## config.mk

```make
export PLATFORM = sky130hd
export DESIGN_NAME = adaptive_box_track
export DESIGN_NICKNAME = d
export VERILOG_FILES = /design/src/rtl/adaptive_box_track.sv
export SDC_FILE = /design/constraint.sdc
export NUM_CORES = 1
export LEC_CHECK = 0
export BUFFER_PORTS_ARGS = -buffer_cell sky130_fd_sc_hd__buf_2
export CORE_ASPECT_RATIO = 1.25
export CORE_MARGIN = 1
export CORE_UTILIZATION = 33
export CTS_CLUSTER_SIZE = 28
export DETAILED_ROUTE_END_ITERATION = 8
export GPL_TIMING_DRIVEN = 0
export PLACE_DENSITY = 0.5
export SYNTH_ARGS = -nofsm -noshare
export SYNTH_HDL_FRONTEND = slang
export SYNTH_SLANG_ARGS = --single-unit
```

## constraint.sdc

```tcl
create_clock -name clk -period 7.3 [get_ports clk]
set_input_delay 0.73 -clock clk [delete_from_list [all_inputs] [get_ports clk]]
set_output_delay 0.73 -clock clk [all_outputs]
set_load 0.02 [all_outputs]
```

## src/rtl/adaptive_box_track.sv

```systemverilog
// rtl/adaptive_box_track.sv - per-field adaptive bounding box tracker around a supplied centroid
// Counts thresholded hits in an inner box and a guard ring, then grows/shrinks each axis once per field.
module adaptive_box_track #(
  parameter int          MAX_COL     = 720,
  parameter int          MAX_ROW     = 525,
  parameter int          INIT_W      = 150,
  parameter int          INIT_H      = 150,
  parameter int          MIN_W       = 20,
  parameter int          MAX_W       = 300,
  parameter int          MIN_H       = 20,
  parameter int          MAX_H       = 240,
  parameter int          STEP        = 10,
  parameter int          GUARD       = 30,
  parameter logic [7:0]  THRESH      = 8'hFF,
  parameter int          GROW_TOL    = 30,
  parameter int          SHRINK_TOL  = 10,
  parameter int          MIN_HITS    = 16,
  parameter int          LOST_FRAMES = 4,
  parameter int          CNT_W       = 20
) (
  input  logic             clk,
  input  logic             reset_n,
  input  logic [2:0]       fvh,
  input  logic             dv,
  input  logic [7:0]       pixel,
  input  logic [10:0]      cx,
  input  logic [9:0]       cy,
  output logic [10:0]      half_w,
  output logic [9:0]       half_h,
  output logic [CNT_W-1:0] inner_count,
  output logic             update,
  output logic             lost
);

  typedef enum logic [1:0] {IDLE, ACCUM, UPDATE} state_t;

  localparam int               AW       = $clog2(LOST_FRAMES + 1);
  localparam logic [11:0]      XLIM     = 12'(MAX_COL - 1);
  localparam logic [11:0]      YLIM     = 12'(MAX_ROW - 1);
  localparam logic [11:0]      GRD      = 12'(GUARD);
  localparam logic [11:0]      STP      = 12'(STEP);
  localparam logic [CNT_W-1:0] CMAX     = '1;
  localparam logic [CNT_W-1:0] GROW_T   = CNT_W'(GROW_TOL);
  localparam logic [CNT_W-1:0] SHRINK_T = CNT_W'(SHRINK_TOL);
  localparam logic [CNT_W-1:0] HITS_T   = CNT_W'(MIN_HITS);
  localparam logic [AW-1:0]    LOSTN    = AW'(LOST_FRAMES);

  function automatic logic [11:0] lo_sat(input logic [11:0] c, input logic [11:0] h);
    return (c >= h) ? c - h : 12'd0;
  endfunction

  function automatic logic [11:0] hi_sat(input logic [11:0] c, input logic [11:0] h,
                                         input logic [11:0] lim);
    logic [12:0] s;
    s = {1'b0, c} + {1'b0, h};
    return (s > {1'b0, lim}) ? lim : s[11:0];
  endfunction

  function automatic logic [11:0] axis_step(input logic [11:0] cur, input logic [CNT_W-1:0] band,
                                            input logic [11:0] lo, input logic [11:0] hi);
    if (band >= GROW_T)   return (cur + STP > hi) ? hi : cur + STP;
    if (band < SHRINK_T)  return (cur < lo + STP) ? lo : cur - STP;
    return cur;
  endfunction

  function automatic logic [CNT_W-1:0] sat_inc(input logic [CNT_W-1:0] v, input logic en);
    return (en && v != CMAX) ? v + 1'b1 : v;
  endfunction

  state_t           state_q, state_d;
  logic             field_q, field_d;
  logic [9:0]       col_q, col_d, row_q, row_d;
  logic [11:0]      xlo_q, xlo_d, xhi_q, xhi_d, oxlo_q, oxlo_d, oxhi_q, oxhi_d;
  logic [11:0]      ylo_q, ylo_d, yhi_q, yhi_d, oylo_q, oylo_d, oyhi_q, oyhi_d;
  logic [CNT_W-1:0] inner_q, inner_d, bx_q, bx_d, by_q, by_d;
  logic [CNT_W-1:0] inner_count_q, inner_count_d;
  logic [10:0]      half_w_q, half_w_d;
  logic [9:0]       half_h_q, half_h_d;
  logic             update_q, update_d, lost_q, lost_d;
  logic [AW-1:0]    absent_q, absent_d, absent_nx;

  logic        frame_edge, active, hit, in_x, in_y, in_ox, in_oy, snap;
  logic [11:0] col12, row12, cx12, cy12, hw12, hh12;

  assign frame_edge = fvh[2] && !field_q;
  assign active     = dv && !fvh[2] && !fvh[1];
  assign hit        = active && (pixel >= THRESH);
  assign col12      = {2'b00, col_q};
  assign row12      = {2'b00, row_q};
  assign in_x       = (col12 >= xlo_q)  && (col12 <= xhi_q);
  assign in_y       = (row12 >= ylo_q)  && (row12 <= yhi_q);
  assign in_ox      = (col12 >= oxlo_q) && (col12 <= oxhi_q);
  assign in_oy      = (row12 >= oylo_q) && (row12 <= oyhi_q);

  always_comb begin
    state_d       = state_q;
    field_d       = fvh[2];
    col_d         = col_q;
    row_d         = row_q;
    xlo_d         = xlo_q;
    xhi_d         = xhi_q;
    oxlo_d        = oxlo_q;
    oxhi_d        = oxhi_q;
    ylo_d         = ylo_q;
    yhi_d         = yhi_q;
    oylo_d        = oylo_q;
    oyhi_d        = oyhi_q;
    inner_d       = inner_q;
    bx_d          = bx_q;
    by_d          = by_q;
    inner_count_d = inner_count_q;
    half_w_d      = half_w_q;
    half_h_d      = half_h_q;
    update_d      = 1'b0;
    lost_d        = lost_q;
    absent_d      = absent_q;
    absent_nx     = absent_q;
    snap          = 1'b0;
    cx12          = {1'b0, cx};
    cy12          = {2'b00, cy};
    hw12          = 12'd0;
    hh12          = 12'd0;

    if (fvh[0])      col_d = 10'd0;
    else if (active) col_d = (col_q == 10'd1023) ? 10'd1023 : col_q + 10'd1;
    if (fvh[1])                 row_d = 10'd0;
    else if (fvh[0] && !fvh[2]) row_d = (row_q > 10'd765) ? 10'd767 : row_q + 10'd2;

    case (state_q)
      IDLE: begin
        if (frame_edge) begin
          state_d = ACCUM;
          snap    = 1'b1;
        end
      end
      ACCUM: begin
        if (frame_edge) state_d = UPDATE;
        inner_d = sat_inc(inner_q, hit && in_x && in_y);
        bx_d    = sat_inc(bx_q, hit && in_ox && in_oy && !in_x);
        by_d    = sat_inc(by_q, hit && in_ox && in_oy && !in_y);
      end
      UPDATE: begin
        state_d       = ACCUM;
        snap          = 1'b1;
        update_d      = 1'b1;
        inner_count_d = inner_q;
        if (inner_q < HITS_T) begin
          absent_nx = (absent_q == LOSTN) ? absent_q : absent_q + 1'b1;
          absent_d  = absent_nx;
          if (absent_nx == LOSTN) begin
            lost_d   = 1'b1;
            half_w_d = 11'(INIT_W);
            half_h_d = 10'(INIT_H);
          end
        end else begin
          absent_d = '0;
          lost_d   = 1'b0;
          half_w_d = 11'(axis_step({1'b0, half_w_q}, bx_q, 12'(MIN_W), 12'(MAX_W)));
          half_h_d = 10'(axis_step({2'b00, half_h_q}, by_q, 12'(MIN_H), 12'(MAX_H)));
        end
      end
      default: state_d = IDLE;
    endcase

    // The box follows the half-sizes that become visible with this update.
    if (snap) begin
      hw12    = {1'b0, half_w_d};
      hh12    = {2'b00, half_h_d};
      xlo_d   = lo_sat(cx12, hw12);
      xhi_d   = hi_sat(cx12, hw12, XLIM);
      oxlo_d  = lo_sat(cx12, hw12 + GRD);
      oxhi_d  = hi_sat(cx12, hw12 + GRD, XLIM);
      ylo_d   = lo_sat(cy12, hh12);
      yhi_d   = hi_sat(cy12, hh12, YLIM);
      oylo_d  = lo_sat(cy12, hh12 + GRD);
      oyhi_d  = hi_sat(cy12, hh12 + GRD, YLIM);
      inner_d = '0;
      bx_d    = '0;
      by_d    = '0;
    end
  end

  always_ff @(posedge clk or negedge reset_n) begin
    if (!reset_n) begin
      state_q       <= IDLE;
      field_q       <= 1'b0;
      col_q         <= '0;
      row_q         <= '0;
      xlo_q         <= '0;
      xhi_q         <= '0;
      oxlo_q        <= '0;
      oxhi_q        <= '0;
      ylo_q         <= '0;
      yhi_q         <= '0;
      oylo_q        <= '0;
      oyhi_q        <= '0;
      inner_q       <= '0;
      bx_q          <= '0;
      by_q          <= '0;
      inner_count_q <= '0;
      half_w_q      <= 11'(INIT_W);
      half_h_q      <= 10'(INIT_H);
      update_q      <= 1'b0;
      lost_q        <= 1'b0;
      absent_q      <= '0;
    end else begin
      state_q       <= state_d;
      field_q       <= field_d;
      col_q         <= col_d;
      row_q         <= row_d;
      xlo_q         <= xlo_d;
      xhi_q         <= xhi_d;
      oxlo_q        <= oxlo_d;
      oxhi_q        <= oxhi_d;
      ylo_q         <= ylo_d;
      yhi_q         <= yhi_d;
      oylo_q        <= oylo_d;
      oyhi_q        <= oyhi_d;
      inner_q       <= inner_d;
      bx_q          <= bx_d;
      by_q          <= by_d;
      inner_count_q <= inner_count_d;
      half_w_q      <= half_w_d;
      half_h_q      <= half_h_d;
      update_q      <= update_d;
      lost_q        <= lost_d;
      absent_q      <= absent_d;
    end
  end

  assign half_w      = half_w_q;
  assign half_h      = half_h_q;
  assign inner_count = inner_count_q;
  assign update      = update_q;
  assign lost        = lost_q;

endmodule

```

==> qor.yml <==
clock_network:
  cts_made_buffers: 27
  post_cts_resized: 0
  cts.sinks: 223
  cts_tree: "built"
  cts_htree_levels: 1
  cts_buffer_depth: 3
  clkLatencyLatePin_ns: 0.55
  holdBufCountCts: 0
  post_cts_buffers: 0
  clkTransAtPathRegs_ns: 0.06
  root_buffer: "clkbuf_16"
die:
  row_count: 91
  fp.dieH_um: 253
  core_sq_mm: 0.0496
  fp.dieArea_sq_mm: 0.0514
  start_util: 0.336
  die_w_um: 203
  pin_count: 78
critical_path:
  slowest_stage: "a311oi_2"
  path_cells: "inv_1 > ha_1 > or3b_2 > a311oi_2 > or2_1 > buf_6 > a21oi_1 > a211oi_1 > inv_1 > ha_1 > a311oi_2 > xnor2_1 > ha_1 > nor4_1 > nand2b_1 > a31oi_1 > nor2_1 > o21ba_2 > a21oi_1 > nor2_1 > or3_1 > buf_4 > o22ai_1"
  critPathArrivalTime_ns: 7.39
  worst-setup-path-type: "reg2reg"
  required_ns: 7.75
  regToRegSetupSlack_ns: 0.36
  cp-end-kind: "flop"
  slowest_delay_ns: 0.75
  start_kind: "flop"
  critPathMaxFanout: 10
  cpMostUsedCell: "ha_1"
power_and_ir_drop:
  p_switching_mw: 2.27
  combPwrFrac: 0.456
  p_int_mw: 3.33
  ir_worst_vdd_mv: 0.133
  p_sw_frac: 0.405
  p_leak_nw: 8.65
  clkPwrFrac: 0.254
  power_frac_seq: 0.290
  powerDensity_mw_per_mm2: 297
yosys:
  synth_cell_types: 96
  synthFlopType: "dfrtp_1"
  yosysMostFrequentCell: "dfrtp_1"
  synth_area_sq_mm: 0.0167
  ys_seq_area_frac: 0.335
  synth_top_cell_area_share: 0.323
  synth-async-reset-ratio: 1.00
  synthTopCellsByArea: "dfrtp_1 32%, ha_1 13%, xnor2_1 4.3%, inv_1 3.8%, nand2_1 3.7%"
  synth_top_cell_by_area: "dfrtp_1"
  syn_avg_cell_area_sq_um: 8.68
  synth_seq_cells: 223
  syn_inst: 1919
  synth-edff-count: 0
  synthesis.nets: 2134
  synth_common_cells: "215 x dfrtp_1, 171 x ha_1, 168 x inv_1"
  ys_warn_count: 0
timing:
  period_needed_ns: 6.94
  hold_viol_final: 0
  fin_tns_setup_ns: 0
  finalSetupViolations: 0
  skew_ns: 0.0256
  fmax_ghz: 0.144
  rsz0062_at_grt: "false"
  maxSlewHeadroom: 0.221
  setup_slack_ns: 0.357
  finalCritPeriodShare: 0.951
  worstMarginPinSlew_ns: 1.16
  slew_viol_final: 0
final_layout:
  areaGrowthSynthToFinish_pct: 13.3
  drive_gt1_frac: 0.0933
  nNetsFinal: 2243
  num_antenna_cells: 0
grt:
  top_usage_layer: "met2"
  use_met2: 0.343
  grt_usage: 0.198
  grt_overflow: 0
  grtUsageMet1: 0.263
  grt_max_degree: 94
  antenna_found_initial: 0
  grt_pass1_vias: 14300
  grt_pass1_wl_um: 80500
  met3_usage: 0.0166
detailed_routing:
  route.detailed.drc: 0
  drt-initial-drc-count: 696
  ant_nets: 0
  viasPerCell: 5.38
  via_count: 14500
  wl_um: 50800
  firstDrtPassIters: 5
  wl_per_cell_um: 18.8
placement:
  hpwl_um: 38900
  port_buffers: 77
  routabilityCongestion: 0.880
  pre_cts_slack_ns: 0.553
run_status:
  status: "finished, final reports clean"
flow_run:
  drv_cap: 0
worst_hold_path:
  hold_path.class: "in2async"
==> worst paths after layout <==
path | start | endpoint | cells past startpoint
max reg2reg | absent_q[0] | oxlo_q[2] | 23
min reg2reg | field_q | state_q[1] | 1
max | absent_q[0] | oxlo_q[2] | 23
max in group asynchronous | reset_n | inner_count[12] | 3
min | reset_n | row_q[8] | 1
min in group clk | fvh[2] | field_q | 1
==> power groups by stage <==
stage / clock [mW] / sequential, mW / combinational (mW)
final: 1.42 / 1.62 / 2.55
after global routing: 1.51 / 1.65 / 2.86
after CTS: 1.46 / 1.62 / 2.57
after detailed placement: 0 / 1.64 / 2.55
after global placement: 0 / 1.64 / 2.52
after floorplan: 0 / 1.63 / 1.81
==> through the flow <==
step / utilization / cells / total power [mW] / hold slack [ns] / area, sq um
floorplan: - / 1919 / 3.44 / 0.408 / 16700
global placement: 0.360 / 2647 / 4.16 / 0.425 / 17900
detailed placement: 0.362 / 2650 / 4.19 / 0.427 / 17900
CTS: 0.380 / 2698 / 5.66 / 0.163 / 18900
global route: 0.380 / 2698 / 6.02 / 0.177 / 18900
finish: 0.380 / 2698 / 5.60 / 0.146 / 18900
==> state kept, by name, summed over array words and instances, names as in the netlist, 11 cells and up <==
register / cells
oxlo_q: 12
oyhi_q: 12
inner_q: 20
xlo_q: 12
half_w: 11
inner_count: 20
yhi_q: 11
by_q: 20
oxhi_q: 12
oylo_q: 12
bx_q: 20
xhi_q: 12
ylo_q: 11
==> metal layers <==
layer  wire length (um)  part of all wire
met3               2060             0.041
met2              24500              0.48
met5                  0                 0
met1              23100              0.45
met4               1150             0.023
==> layout by cell type, fill, tap and decap left out, types with 28 or more instances in the layout <==
master / count
xnor2_1: 82
nand4_1: 28
buf_2: 82
xor2_1: 30
and3_1: 31
a21oi_1: 109
ha_1: 171
or3_1: 41
o21ai_0: 106
dfrtp_1: 215
nand3_1: 58
o21a_1: 31
nand2_1: 164
inv_1: 168
clkbuf_1: 72
o22ai_1: 38
nor2_1: 122
nor3_1: 40
==> cells by family after synthesis <==
| family | Yosys count | share of synthesized area |
|---|---|---|
| AND/OR/NAND/NOR | 632 | 0.195 |
| AO/OA/AOI/OAI | 511 | 0.208 |
| buffers and inverters | 255 | 0.0596 |
| flip-flops | 223 | 0.335 |
| adder cells (fa/ha/maj) | 180 | 0.139 |
| XOR/XNOR | 112 | 0.0589 |
| multiplexers | 6 | 0.00360 |
==> final cells by class <==
class                   count  area (sq um)
flip-flops and latches    223          5590
well taps                 651           815
clock inverters            11           155
multi-input cells        1441         10100
clock buffers              37           773
plain buffers              83           347
fillers                  5164         30800
repair buffers             80           458
inverters                 172           647
==> critical path: cells and delay by family, from the launching register on <==
kind	cells	cell delay, ns
simple gates	7	1.78
fa+ha+maj	3	1.09
compound gates	8	2.62
buf+inv	4	0.77
flops	1	0.40
xor+xnor	1	0.18
No activity file was read; power rests on OpenSTA's default activity.
